File: src/rtl/exc_controller.sv
// Exception controller: latches level IRQs into a pending set and arbitrates
// invalid-opcode and IRQ causes into a single request/acknowledge/return handshake.
module exc_controller #(
  parameter int N_IRQ     = 4,
  parameter int ESTATUS_W = 4
) (
  input  logic                                          clk,
  input  logic                                          reset,
  input  logic [N_IRQ-1:0]                              ExtIRQ,
  input  logic [N_IRQ-1:0]                              IrqMask,
  input  logic                                          NotAnInstr,
  input  logic                                          ERet,
  input  logic                                          ExcAck,
  output logic                                          Exc,
  output logic [ESTATUS_W-1:0]                          EStatus,
  output logic [$clog2((N_IRQ > 1) ? N_IRQ : 2)-1:0]    IrqId,
  output logic [N_IRQ-1:0]                              ExtIAck,
  output logic                                          InHandler
);

  localparam int IW = $clog2((N_IRQ > 1) ? N_IRQ : 2);

  localparam logic SRC_INSTR = 1'b0;
  localparam logic SRC_IRQ   = 1'b1;

  typedef enum logic [1:0] {
    S_IDLE    = 2'b00,
    S_REQ     = 2'b01,
    S_HANDLER = 2'b10
  } state_t;

  state_t                 r_state;
  logic                   r_src;
  logic [ESTATUS_W-1:0]   r_estatus;
  logic [IW-1:0]          r_irq_id;
  logic [N_IRQ-1:0]       r_pend;
  logic [N_IRQ-1:0]       r_ext_iack;
  logic [N_IRQ-1:0]       w_eligible;
  logic [N_IRQ-1:0]       w_clr;
  logic [IW-1:0]          w_low_idx;
  logic                   w_any_eligible;

  function automatic logic [IW-1:0] lowest_index(input logic [N_IRQ-1:0] vec);
    logic [IW-1:0] idx;
    idx = {IW{1'b0}};
    for (int i = N_IRQ - 1; i >= 0; i--) begin
      if (vec[i]) begin
        idx = IW'(i);
      end
    end
    return idx;
  endfunction

  function automatic logic [N_IRQ-1:0] one_hot(input logic [IW-1:0] idx);
    logic [N_IRQ-1:0] vec;
    for (int i = 0; i < N_IRQ; i++) begin
      vec[i] = (idx == IW'(i));
    end
    return vec;
  endfunction

  // The acknowledge pulse doubles as the pending-bit clear for that channel.
  assign w_clr          = r_ext_iack;
  assign w_eligible     = r_pend & IrqMask;
  assign w_any_eligible = |w_eligible;
  assign w_low_idx      = lowest_index(w_eligible);

  // Pending latch: a new request in the clear cycle keeps the bit set.
  always_ff @(posedge clk) begin
    if (reset) begin
      r_pend <= {N_IRQ{1'b0}};
    end else begin
      r_pend <= ExtIRQ | (r_pend & ~w_clr);
    end
  end

  // Exception sequencing FSM with captured cause and acknowledge pulse.
  always_ff @(posedge clk) begin
    if (reset) begin
      r_state    <= S_IDLE;
      r_src      <= SRC_INSTR;
      r_estatus  <= {ESTATUS_W{1'b0}};
      r_irq_id   <= {IW{1'b0}};
      r_ext_iack <= {N_IRQ{1'b0}};
    end else begin
      r_ext_iack <= {N_IRQ{1'b0}};
      case (r_state)
        S_IDLE: begin
          if (NotAnInstr) begin
            r_state   <= S_REQ;
            r_src     <= SRC_INSTR;
            r_estatus <= ESTATUS_W'(4'b0010);
            r_irq_id  <= {IW{1'b0}};
          end else if (w_any_eligible) begin
            r_state   <= S_REQ;
            r_src     <= SRC_IRQ;
            r_estatus <= ESTATUS_W'(4'b0001);
            r_irq_id  <= w_low_idx;
          end else begin
            r_state   <= S_IDLE;
          end
        end
        S_REQ: begin
          if (ExcAck) begin
            r_state <= S_HANDLER;
            if (r_src == SRC_IRQ) begin
              r_ext_iack <= one_hot(r_irq_id);
            end else begin
              r_ext_iack <= {N_IRQ{1'b0}};
            end
          end else begin
            r_state <= S_REQ;
          end
        end
        S_HANDLER: begin
          if (ERet) begin
            r_state <= S_IDLE;
          end else begin
            r_state <= S_HANDLER;
          end
        end
        default: begin
          r_state <= S_IDLE;
        end
      endcase
    end
  end

  assign Exc       = (r_state == S_REQ);
  assign InHandler = (r_state == S_HANDLER);
  assign EStatus   = r_estatus;
  assign IrqId     = r_irq_id;
  assign ExtIAck   = r_ext_iack;

endmodule

File: config.mk
export PLATFORM = sky130hd
export DESIGN_NAME = exc_controller
export DESIGN_NICKNAME = d
export VERILOG_FILES = /design/src/rtl/exc_controller.sv
export SDC_FILE = /design/constraint.sdc
export NUM_CORES = 1
export LEC_CHECK = 0
export CAP_MARGIN = 20
export CORE_UTILIZATION = 43
export CTS_CLUSTER_DIAMETER = 40
export CTS_CLUSTER_SIZE = 8
export DETAILED_ROUTE_END_ITERATION = 10
export PLACE_DENSITY = 0.8
export REMOVE_ABC_BUFFERS = 1
export SLEW_MARGIN = 25
export SYNTH_ARGS = -nofsm -noshare
export SYNTH_HDL_FRONTEND = slang
export SYNTH_SLANG_ARGS = --single-unit
File: constraint.sdc
create_clock -name clk -period 2 [get_ports clk]
set_clock_uncertainty 0.2 [all_clocks]
set_input_delay 0.3 -clock clk [delete_from_list [all_inputs] [get_ports clk]]
set_output_delay 0.3 -clock clk [all_outputs]
set_load 0.03 [all_outputs]
==> summary.md, run 1 <==
| Metric | Value |
|---|---|
| Area delta synth->final | `46.1%` |
| Reg2reg setup slack | `0.51 ns` |
| Die height | `39.1 µm` |
| Post-Place Cell Area | `831 µm²` |
| Worst hold path class | `flop to flop` |
| TritonRoute pass-1 iters | `5` |
| Adder-Cell Fraction of Synth Area | `0%` |
| Status | `finished, final reports clean` |
| CP Cell Sequence | `clkdlybuf4s50_1` |
| Max Cap Viol | `0` |
| Post-synthesis compound-gate area fraction | `22.8%` |
| Max_slew headroom | `66.1%` |
| RSZ-0062 raised after global routing | `no` |
| Final setup fails | `0` |
| Seq/Total Area, Yosys | `47.4%` |
| CTS buffer count | `3` |
| Via density | `5.24` |
| Synth cell count leaders | `dfxtp_1 (14), a21oi_1 (10), nor2_1 (8)` |
| Synth async-reset ratio | `0%` |
| Placeable Area | `0.00128 mm²` |
| Synth top area cells | `dfxtp_1 (47%), a21oi_1 (8.5%), nor2_1 (5.1%)` |
| WP depth | `1` |
| FF+latch count, synth | `14` |
| FP Rows | `13` |
| Total number of vias | `571` |
| TritonCTS clock tree | `done` |
| Syn_area_per_cell | `8.70 µm²` |
| Starting density of the core | `46.1%` |
| Buffers & Inverters on Critical Path | `1` |
| Vias in the first global route | `449` |
| RePlAce Congestion | `0.824` |
| Met1 Resource Use GR | `24.8%` |
| Synth top area share | `47.4%` |
| H-tree Lvls | `1` |
| Finished Layout Cells | `109` |
| Mapped Area | `592 µm²` |
| Root Driver | `clkbuf_4` |
| Xor/xnor share of the synthesized area | `0%` |
| Buffers on Ports | `22` |
| GRT met2 Usage | `28.7%` |
| Longest Clk Path Bufs | `2` |
| Initial antenna violation count | `0` |
| CTS Sinks | `14` |
| Type of the worst setup path | `flop to output port` |
| Mux cell area share after synthesis | `1.69%` |
| Met3 Usage GRT | `6.94%` |
| Max-slew violations | `0` |
| Antenna cells | `0` |
| Clk_lat worst skew | `0.27 ns` |
| First-pass GRT wire length | `1940 µm` |
| Largest family of logic cells by synthesized area | `compound AO/OA/AOI/OAI gates` |
| Slowest stage delay, CP | `0.70 ns` |
| Startpoint Class | `flop` |
| Worst VDD drop | `0.438 mV` |
| All-Layer GR Usage | `20.0%` |
| DP Wirelength | `1030 µm` |
| GR peak layer | `met2` |
| CP Max Fanout | `5` |
| Initial drt markers | `27` |
| Main flop type after synthesis | `dfxtp_1` |
| Placement Setup Slack | `0.0899 ns` |
| Tcrit/Tclk final | `94.8%` |
| FF-to-FF path depth | `3` |
| Final Hold Viols | `0` |
| Crit path required time | `1.50 ns` |
| EDFF count, synth | `0` |
| Dpl cells | `105` |
| Boundary pin count | `25` |
| Drc violations | `0` |
| Worst Setup End Kind | `output port` |
| Final Net Count | `108` |
| Crit path DAT | `1.40 ns` |
| Largest area contributor in the netlist | `dfxtp_1` |
| Post_cts resized | `2` |
| Cell area power density | `755 mW/mm²` |
| Postcts setup bufs | `0` |
| Cells after Synth | `68` |
| Die Wd | `39.1 µm` |
| Fillers | `127` |
| GR Overflow Total | `0` |
| F_max | `527 MHz` |
| Share of layout cells above drive strength 1 | `11.7%` |
| Pleak | `0.359 nW` |
| Final Instance Area | `865 µm²` |
| Worst-Margin Slew | `0.508 ns` |
| Yosys cell types | `24` |
| Largest net degree at the start of global routing | `9` |
| Simple-Gate Fraction of Synth Area | `19.2%` |
| Antenna Nets Post-Route | `0` |
| Top-count cell post-synth | `dfxtp_1` |
| Worst hold stages | `2` |
| Min cycle time layout | `1.90 ns` |
| Critical path's slowest cell | `clkdlybuf4s50_1` |
| Clock Pin Slew Worst Setup and Hold Paths | `0.08 ns` |
| Hold-fix buffers at CTS | `0` |
| Full die area | `0.00153 mm²` |
| Drt total wl | `1350 µm` |
| Delay-heaviest family, CP | `buffers and inverters` |
| Synth Warn # | `0` |
| Fin Setup TNS | `0 ns` |
| Per-cell routed wire length | `12.4 µm` |
| Slack of the critical path | `0.103 ns` |
==> worst paths after layout <==
check / start / end
min reg2reg: EStatus[1] / EStatus[1]
min: EStatus[1] / EStatus[1]
max: EStatus[0] / EStatus[0]
max reg2reg: r_pend[1] / r_state[0]
==> cell type report <==
type	instances	area, µm²	share of cell area (%)
multi-input combinational	45	267	30.8
inverter	6	22.5	2.60
clock buffer	4	36.3	4.20
timing repair buffer	25	240	27.8
sequential	14	280	32.4
tap	15	18.8	2.17
==> layer usage <==
metal  vias to the layer above  part of all wire, %
met5                         -                    0
met4                         0                  2.6
met3                         6                  4.8
met2                        21                   46
met1                       257                   47
li1                        287                    -
==> flip-flops by register name, indices dropped and copies added (netlist names) <==
signal   flops
ExtIAck      4
r_pend       4
EStatus      2
IrqId        2
r_state      2
==> cells by family (layout without fill, tap and decap cells) <==
logic type	count (synthesis)	count (layout)
AO/OA/AOI/OAI	19	19
buffers and inverters	10	35
flip-flops	14	14
multiplexers	1	1
other	1	2
AND/OR/NAND/NOR	23	23
==> where the power goes <==
group | internal (mW) | leakage [nW] | switching, mW
sequential | 0.295 | 0.115 | 0.0164
combinational | 0.0692 | 0.223 | 0.0751
clock | 0.111 | 0.0210 | 0.0860
total | 0.475 | 0.359 | 0.178
==> through the flow <==
step	hold WS [ns]	util [%]	power, mW
floorplan	0.169	-	0.395
global route	0.316	67.3	0.684
finish	0.288	67.3	0.653
global placement	0.258	64.7	0.460
CTS	0.291	67.3	0.659
detailed placement	0.277	64.7	0.465
==> cells in the final DEF, fill, tap and decap left out <==
| cell | n |
|---|---|
| a21oi_1 | 10 |
| nand2_1 | 4 |
| nor2_1 | 8 |
| inv_1 | 6 |
| mux2i_1 | 1 |
| clkdlybuf4s50_1 | 20 |
| o211a_1 | 2 |
| a222oi_1 | 1 |
| clkbuf_8 | 1 |
| a2111oi_2 | 1 |
| a211oi_1 | 1 |
| nor2b_1 | 2 |
| a22o_1 | 1 |
| a2bb2oi_1 | 1 |
| clkbuf_4 | 3 |
| dlygate4sd2_1 | 2 |
| nand3_1 | 2 |
| nor3_1 | 3 |
| buf_4 | 3 |
| o21ai_0 | 1 |
| dfxtp_1 | 14 |
| and2_1 | 1 |
| nand4_1 | 1 |
| conb_1 | 2 |
| nor2_4 | 1 |
| a22o_2 | 1 |
| and2_2 | 1 |
==> worst min-delay path: stages, from the launching register on <==
cell and delay [ns]:
dfxtp_1 0.33, nand3_1 0.06, a21oi_1 0.05
Note: power is estimated with default switching activity, not from simulation.
==> inputs of run 2 (changes only) <==
--- a/config.mk
+++ b/config.mk
@@ -6,12 +6,15 @@
 export NUM_CORES = 1
 export LEC_CHECK = 0
 export CAP_MARGIN = 20
-export CORE_UTILIZATION = 43
+export CORE_AREA = 2 2 39 41
 export CTS_CLUSTER_DIAMETER = 40
 export CTS_CLUSTER_SIZE = 8
 export DETAILED_ROUTE_END_ITERATION = 10
-export PLACE_DENSITY = 0.8
+export DIE_AREA = 0 0 41 43
+export DONT_BUFFER_PORTS = 1
+export PLACE_DENSITY = 0.58
 export REMOVE_ABC_BUFFERS = 1
+export SKIP_CTS_REPAIR_TIMING = 1
 export SLEW_MARGIN = 25
 export SYNTH_ARGS = -nofsm -noshare
 export SYNTH_HDL_FRONTEND = slang
==> summary.md, run 2 (synthesis results as in run 1) <==
| Metric | Value |
|---|---|
| TritonCTS clock tree | `done` |
| Antenna Nets Post-Route | `0 (unchanged)` |
| Boundary pin count | `25 (unchanged)` |
| Worst Setup End Kind | `flop` |
| Final Instance Area | `691 µm² (-20%)` |
| Most frequent standard cell in the layout excluding fill and tap cells | `dfxtp_1` |
| Starting density of the core | `42.8% (-3.3 points)` |
| Drc violations | `0 (unchanged)` |
| Finished Layout Cells | `92 (-16%)` |
| RePlAce Congestion | `0.683 (-17%)` |
| Utilization after layout | `49.9% (-17 points)` |
| FP Rows | `14 (+1)` |
| Tcrit/Tclk final | `87.8% (-7.0 points)` |
| Reg2reg setup slack | `0.37 ns (-0.14 ns)` |
| Largest net degree at the start of global routing | `11 (+2)` |
| Buffers on Ports | `0 (-100%)` |
| Total number of vias | `503 (-12%)` |
| Startpoint Class | `input port` |
| Area delta synth->final | `16.7%` |
| Worst Hold Path EP | `r_state[1]` |
| Max Cap Viol | `0 (unchanged)` |
| Full die area | `0.00176 mm² (+15%)` |
| Final setup fails | `0 (unchanged)` |
| RSZ-0062 raised after global routing | `no` |
| Final Hold Viols | `1 (+1)` |
| Worst hold path class | `input port to flop` |
| Root Driver | `clkbuf_4` |
| First-pass GRT wire length | `1860 µm (-4.2%)` |
| Initial antenna violation count | `0 (unchanged)` |
| Type of the worst setup path | `input port to flop` |
| Worst hold stages | `3 (+1)` |
| Min cycle time layout | `1.76 ns (-0.141 ns)` |
| Fin Setup TNS | `0 ns (unchanged)` |
| WHS | `-0.00564 ns (-0.294 ns)` |
| DP Wirelength | `865 µm (-16%)` |
| Reg-to-reg endpoint | `r_pend[2]` |
| Final Power | `0.623 mW (-4.5%)` |
| CTS buffer count | `3 (unchanged)` |
| H-tree Lvls | `1 (unchanged)` |
| Clk_lat worst skew | `0.29 ns (+0.02 ns)` |
| Via density | `5.47 (+4.4%)` |
| Met3 routed WL | `115 µm (+77%)` |
| Worst hold start | `ERet` |
| Slack of the critical path | `0.244 ns (+0.141 ns)` |
| Crit path DAT | `1.73 ns (+0.33 ns)` |
| CP Max Fanout | `10 (+5)` |
| Status | `finished with violations` |
| Vias in the first global route | `405 (-9.8%)` |
| Cell area power density | `903 mW/mm² (+20%)` |
| FF-to-FF path depth | `4 (+1)` |
| GR Overflow Total | `0 (unchanged)` |
| Final Net Count | `90 (-17%)` |
| Initial drt markers | `31 (+15%)` |
| Clock Pin Slew Worst Setup and Hold Paths | `0.09 ns (about the same)` |
| Die height | `43 µm (+10%)` |
| Top Metal Used | `met4` |
| Most frequent cells in the layout | `dfxtp_1 (14), a21oi_1 (10), nor2_1 (8), inv_1 (6), dlygate4sd3_1 (5)` |
| Share of layout cells above drive strength 1 | `13.2% (+1.5 points)` |
| F_max | `570 MHz (+8.0%)` |
| Failing checks | `negative hold slack` |
| WL met1 | `475 µm (-25%)` |
| Max-slew violations | `0 (unchanged)` |
| Per-cell routed wire length | `12.7 µm (+2.5%)` |
| Worst VDD drop | `0.459 mV (+4.8%)` |
| Longest Clk Path Bufs | `2 (unchanged)` |
| Drt total wl | `1170 µm (-13%)` |
| Post-Place Cell Area | `604 µm² (-27%)` |
| RR Startpoint | `ExtIAck[2]` |
| All-Layer GR Usage | `16.3% (-3.6 points)` |
| Placeable Area | `0.00138 mm² (+7.7%)` |
| CTS Sinks | `14 (unchanged)` |
| Crit path required time | `1.98 ns (+0.48 ns)` |
| Die Wd | `41 µm (+4.9%)` |
| Dpl cells | `83 (-21%)` |
| Antenna cells | `0 (unchanged)` |
| TritonRoute pass-1 iters | `4 (-1)` |
| Placement Setup Slack | `0.556 ns (+0.466 ns)` |
| Pleak | `0.287 nW (-20%)` |
| Metal2 WL | `555 µm (-10%)` |
-- run 2: changes by cell type in the layout (fill, tap and decap cells not counted) --
cell	change
buf_4	-1
dlygate4sd3_1	+5
clkdlybuf4s50_1	-20
dlygate4sd2_1	-2
-- run 2: cell type report --
cell class                 count  area (µm²)
tap                           16        20.0
clock buffer                   4        36.3
multi-input combinational     45         267
sequential                    14         280
inverter                       6        22.5
fill                         133         693
timing repair buffer           7        65.1
-- run 2: worst max-delay path by stage --
stage / start / to / slack (ns) / depth (start not counted)
2_1_floorplan: r_state[1] / InHandler / 0.56 / 1
3_3_place_gp: r_pend[1] / r_state[0] / 0.57 / 3
3_5_place_dp: r_pend[1] / r_state[0] / 0.56 / 3
4_1_cts: r_state[1] / InHandler / 0.36 / 2
5_1_grt: reset / r_pend[2] / 0.21 / 3
6_report: reset / r_pend[2] / 0.24 / 3
-- run 2: report_power, final --
| group | switching, mW | internal [mW] |
|---|---|---|
| logic | 0.0462 | 0.0396 |
| clock network | 0.0961 | 0.111 |
| registers | 0.0352 | 0.295 |
-- run 2: routing by layer --
metal  global-route usage (%)  vias up
met1                     18.9      223
li1                         -      250
met4                     10.0        0
met2                     22.2       27
met5                        0        -
met3                     9.42        3
-- run 2: worst max-delay path, cell delays in order --
cell,delay [ns]
dlygate4sd3_1,0.79
nor2_1,0.09
dlygate4sd3_1,0.56
